<file path="config.mk">
export PLATFORM = sky130hd
export DESIGN_NAME = inst_fetch_unit
export DESIGN_NICKNAME = d
export VERILOG_FILES = /design/src/rtl/inst_fetch_unit.sv
export SDC_FILE = /design/constraint.sdc
export NUM_CORES = 1
export LEC_CHECK = 0
export BUFFER_PORTS_ARGS = -buffer_cell sky130_fd_sc_hd__buf_2
export CORE_ASPECT_RATIO = 0.6
export CORE_UTILIZATION = 45
export CTS_BUF_LIST = sky130_fd_sc_hd__clkbuf_8
export CTS_CLUSTER_DIAMETER = 150
export DETAILED_ROUTE_END_ITERATION = 8
export GPL_TIMING_DRIVEN = 0
export SLEW_MARGIN = 20
export SYNTH_ARGS = -nofsm -noshare
export SYNTH_HDL_FRONTEND = slang
export SYNTH_SLANG_ARGS = --single-unit
</file>
<file path="constraint.sdc">
create_clock -name clk -period 3 [get_ports clk]
set_input_delay 0.15 -clock clk [delete_from_list [all_inputs] [get_ports clk]]
set_output_delay 0.15 -clock clk [all_outputs]
set_load 0.02 [all_outputs]
</file>
<file path="src/rtl/inst_fetch_unit.sv">
// Instruction fetch front end: owns the PC, keeps up to BUF_DEPTH word fetches in flight and queues the results in order (1-cycle response-to-out latency).
// Issue stalls when the queue is full and not draining in the same cycle; define IFU_PERF_EN to add fetch/flush/drop counters.
module inst_fetch_unit #(
  parameter int unsigned           ADDR_WIDTH = 32,
  parameter int unsigned           BUF_DEPTH  = 4,
  parameter logic [ADDR_WIDTH-1:0] RESET_PC   = '0
) (
  input  logic                  clk,
  input  logic                  cpu_rst_n,
  input  logic                  cpu_en,
  output logic                  inst_ren,
  output logic [ADDR_WIDTH-1:0] inst_addr,
  input  logic                  inst_gnt,
  input  logic                  inst_rvalid,
  input  logic [31:0]           inst_data,
  input  logic                  redirect_valid,
  input  logic [ADDR_WIDTH-1:0] redirect_addr,
  output logic                  out_valid,
  output logic [31:0]           out_inst,
  output logic [ADDR_WIDTH-1:0] out_pc,
  input  logic                  out_ready
`ifdef IFU_PERF_EN
  ,
  output logic [31:0]           perf_fetch_cnt,
  output logic [31:0]           perf_flush_cnt,
  output logic [31:0]           perf_drop_cnt
`endif
);

  localparam int unsigned   PW      = $clog2(BUF_DEPTH);
  localparam int unsigned   CW      = PW + 1;
  localparam logic [CW-1:0] DEPTH_C = CW'(BUF_DEPTH);

  logic [ADDR_WIDTH-1:0] fetch_pc;
  logic [ADDR_WIDTH-1:0] slot_pc   [BUF_DEPTH];
  logic [31:0]           slot_inst [BUF_DEPTH];
  logic [BUF_DEPTH-1:0]  slot_filled;
  logic [PW-1:0]         alloc_ptr;
  logic [PW-1:0]         fill_ptr;
  logic [PW-1:0]         head_ptr;
  logic [CW-1:0]         alloc_cnt;
  logic [CW-1:0]         pend_cnt;
  logic [CW-1:0]         drop_cnt;

  logic                  out_xfer;
  logic                  grant;
  logic                  rsp_keep;
  logic                  rsp_drop;
  logic [ADDR_WIDTH-1:0] redirect_pc;

  assign out_valid   = slot_filled[head_ptr] & (alloc_cnt != '0);
  assign out_inst    = slot_inst[head_ptr];
  assign out_pc      = slot_pc[head_ptr];
  assign out_xfer    = out_valid & out_ready;

  // A full queue may still issue when its head drains in the same cycle.
  assign inst_ren    = cpu_rst_n & cpu_en & ~redirect_valid
                     & ((alloc_cnt < DEPTH_C) | out_xfer);
  assign inst_addr   = fetch_pc;
  assign grant       = inst_ren & inst_gnt;

  assign rsp_drop    = inst_rvalid & (drop_cnt != '0);
  assign rsp_keep    = inst_rvalid & (drop_cnt == '0);
  assign redirect_pc = {redirect_addr[ADDR_WIDTH-1:2], 2'b00};

  always_ff @(posedge clk) begin
    if (!cpu_rst_n) begin
      fetch_pc    <= RESET_PC;
      slot_pc     <= '{default: RESET_PC};
      slot_inst   <= '{default: 32'h0};
      slot_filled <= '0;
      alloc_ptr   <= '0;
      fill_ptr    <= '0;
      head_ptr    <= '0;
      alloc_cnt   <= '0;
      pend_cnt    <= '0;
      drop_cnt    <= '0;
    end else if (redirect_valid) begin
      fetch_pc    <= redirect_pc;
      slot_filled <= '0;
      alloc_ptr   <= '0;
      fill_ptr    <= '0;
      head_ptr    <= '0;
      alloc_cnt   <= '0;
      pend_cnt    <= '0;
      // Every outstanding request except the one answered this cycle must be discarded.
      drop_cnt    <= drop_cnt + pend_cnt - CW'(inst_rvalid);
    end else begin
      if (grant) begin
        slot_pc[alloc_ptr]     <= fetch_pc;
        slot_filled[alloc_ptr] <= 1'b0;
        alloc_ptr              <= alloc_ptr + PW'(1);
        fetch_pc               <= fetch_pc + ADDR_WIDTH'(4);
      end
      if (rsp_keep) begin
        slot_inst[fill_ptr]    <= inst_data;
        slot_filled[fill_ptr]  <= 1'b1;
        fill_ptr               <= fill_ptr + PW'(1);
      end
      if (out_xfer) begin
        slot_filled[head_ptr]  <= 1'b0;
        head_ptr               <= head_ptr + PW'(1);
      end
      if (rsp_drop) begin
        drop_cnt               <= drop_cnt - CW'(1);
      end
      alloc_cnt <= alloc_cnt + CW'(grant) - CW'(out_xfer);
      pend_cnt  <= pend_cnt + CW'(grant) - CW'(rsp_keep);
    end
  end

`ifdef IFU_PERF_EN
  always_ff @(posedge clk) begin
    if (!cpu_rst_n) begin
      perf_fetch_cnt <= '0;
      perf_flush_cnt <= '0;
      perf_drop_cnt  <= '0;
    end else begin
      perf_fetch_cnt <= perf_fetch_cnt + 32'(out_xfer);
      perf_flush_cnt <= perf_flush_cnt + 32'(redirect_valid);
      perf_drop_cnt  <= perf_drop_cnt + 32'(rsp_drop);
    end
  end
`endif

endmodule

</file>
==> reports/qor.yml <==
slew_headroom_pct: 45.1
synthCells: 1548
worstPathMaxFanout: 10
critical_path_class: "reg2out"
nNetsFinal: 1916
cts_tree: "yes"
grt_use_met1_pct: 43.8
grt_first_pass_wirelength_um: 65700
fin_skew_ps: 14.1
cap_violations: 0
startpoint_type: "flop"
drive_gt1_share_pct: 19.2
antenna_found_initial: 0
period_share_pct: 95.8
firstDrtPassIters: 5
synth_cell_types: 55
finalHoldViolCount: 0
synth-seq-cells: 297
min_path_type: "in2reg"
p_per_area_mw_per_mm2: 544
grt_overflow_total: 0
drc: 0
synth_area_mm2: 0.0131
cts.sinks: 297
worstSkewPairLatency_ps: 580
fin_ws_ps: 127
areaGrowthSynthToFinish_pct: 21.8
vdd_ir_drop_max_mv: 0.380
port_buffers: 161
cts_htree_levels: 2
max_freq_mhz: 348
setup_viol_count_final: 0
diodes: 0
place_worst_setup_slack_ps: -200
drt_iter0_drc: 992
post-route-min-period_ps: 2870
wl_um: 44000
yosys_warnings: 0
syn_area_per_cell_um2: 8.47
clk_pin_slew_ps: 70
utilization_pct: 56.8
core_area_mm2: 0.0281
rows: 47
power_leakage_nw: 5.85
die_h_um: 134
grt_max_degree: 16
cts_max_path_buffers: 3
ys.flop_type: "dfxtp_1"
endpoint_kind: "output pin"
start_util_pct: 46.6
crit_arrival_ps: 2720
globalRoute.busiestLayer: "met1"
synth_edf_count: 0
vias: 12400
drtAntennaViolNets: 0
dp_hpwl_um: 31300
ys_seq_area_share_pct: 45.3
use_met2_pct: 40.7
maxSlewViolCount: 0
fp.dieW_um: 222
dp.cells: 2079
grt_pass1_vias: 11300
fillers: 2650
die-area_mm2: 0.0298
rsz0062_at_grt: "false"
grt_use_total_pct: 28.7
worstMarginPinSlew_ps: 824
io_pins: 169
route.detailed.wl_per_inst_um: 19.8
clockRootBuffer: "clkbuf_8"
gr-usage-met3_pct: 6.48
globalplace.congestion: 0.905
cts_inserted_buffers: 45
viasPerCell: 5.59
power_w: 0.00869
required_ps: 2850
synthArstFlopShare_pct: 0
layout.cells.non_filler: 2218
outcome: "finished clean"
-- cell usage in the layout, fill, tap and decap left out, types with 12 or more instances in the layout --
| cell | synthesis | layout |
|---|---|---|
| dfxtp_1 | 297 | 297 |
| buf_2 | 45 | 206 |
| mux4_2 | 63 | 63 |
| a21oi_1 | 261 | 261 |
| xnor2_1 | 13 | 13 |
| a31oi_1 | 12 | 12 |
| ha_1 | 22 | 22 |
| dlygate4sd3_1 | 0 | 63 |
| inv_1 | 23 | 37 |
| nand3_1 | 23 | 23 |
| nor2_1 | 24 | 24 |
| and3_1 | 14 | 14 |
| clkbuf_1 | 75 | 73 |
| clkbuf_8 | 0 | 57 |
| nand2_1 | 544 | 544 |
-- final timing paths --
check,start,to,slack [ps],depth (start not counted)
hold / removal,out_ready,slot_filled[2],60,3
setup / recovery,head_ptr[0],out_pc[30],130,5
setup reg to reg,head_ptr[0],alloc_cnt[2],170,12
hold reg to reg,slot_inst[27],slot_inst[27],450,2
-- Yosys cell counts (5+ instances only) --
cell	n	share of area, %
buf_1	8	0.23
and2_1	7	0.33
clkbuf_1	75	2.1
a221oi_1	5	0.33
and3_1	14	0.67
nand2_1	544	16
dfxtp_1	297	45
buf_4	5	0.29
a21oi_1	261	10
nor2_1	24	0.69
xor2_1	7	0.47
nor3_1	6	0.23
buf_2	45	1.7
o21ai_0	9	0.34
inv_1	23	0.66
xnor2_1	13	0.87
nand3_1	23	0.88
mux4_2	63	11
a31oi_1	12	0.57
or4_1	9	0.52
o311ai_0	7	0.47
o31ai_1	5	0.29
ha_1	22	2.1
-- where the power goes --
| group | leakage (nW) | switching (W) | total (W) | internal [W] |
|---|---|---|---|---|
| logic | 2.92 | 0.000656 | 0.00105 | 0.000390 |
| clock network | 0.528 | 0.00164 | 0.00352 | 0.00187 |
| registers | 2.40 | 0.0000808 | 0.00413 | 0.00405 |
| total | 5.85 | 0.00238 | 0.00869 | 0.00631 |
-- layout make-up --
| cell class | count | area [um^2] | share of cell area [%] |
|---|---|---|---|
| Multi-Input combinational cell | 1097 | 6520 | 40.8 |
| Sequential cell | 297 | 5950 | 37.2 |
| Timing Repair Buffer | 224 | 1440 | 9.00 |
| Clock buffer | 57 | 785 | 4.91 |
| Buffer | 131 | 588 | 3.68 |
| Tap cell | 367 | 459 | 2.88 |
| Clock inverter | 21 | 140 | 0.878 |
| Inverter | 24 | 92.6 | 0.580 |
-- state kept, by name (all words and copies together), names as in the netlist --
name         count
slot_inst      128
slot_pc        120
inst_addr       30
slot_filled      4
alloc_cnt        3
drop_cnt         3
pend_cnt         3
alloc_ptr        2
fill_ptr         2
head_ptr         2
-- metrics by stage --
step / hold slack [ps] / area [um^2] / setup TNS, ps
after CTS: 66.1 / 16000 / 0
after global routing: 33.5 / 16000 / 0
final: 56.8 / 16000 / 0
after floorplan: 286 / 13100 / 0
after global placement: 386 / 14400 / -2200
after detailed placement: 384 / 14400 / -2270
-- timing repair --
action / CTS / global route
setup endpoints to repair: 60 / 12
gates resized for setup: 13 / 8
hold buffers: 63 / 0
buffers inserted: 0 / 0
hold endpoints to repair: 158 / 0
-- logic make-up after synthesis --
| kind of cell | share of synthesized area (%) |
|---|---|
| AOI/OAI and AO/OA | 14.0 |
| xor gates and xnor gates | 1.34 |
| adders and majority gates | 2.56 |
| buffers and inverters | 5.07 |
| DFF | 45.3 |
| muxes | 11.0 |
| other | 0.0286 |
| and+or+nand+nor | 20.6 |
-- per-layer routing --
metal  wire (um)  vias to the layer above  share of wire [%]
met5           0                        -                  0
met4         700                        0                1.6
met3        4150                       55                9.5
met2       18100                      545                 41
met1       21000                     6009                 48
li1            -                     5796                  -
-- worst max-delay path: stages, from the launching register on --
cell and delay, ps:
dfxtp_1 380, buf_4 170, buf_2 290, clkdlybuf4s15_2 530
mux4_2 600, buf_2 180
Power figures use the tool's default switching activity.
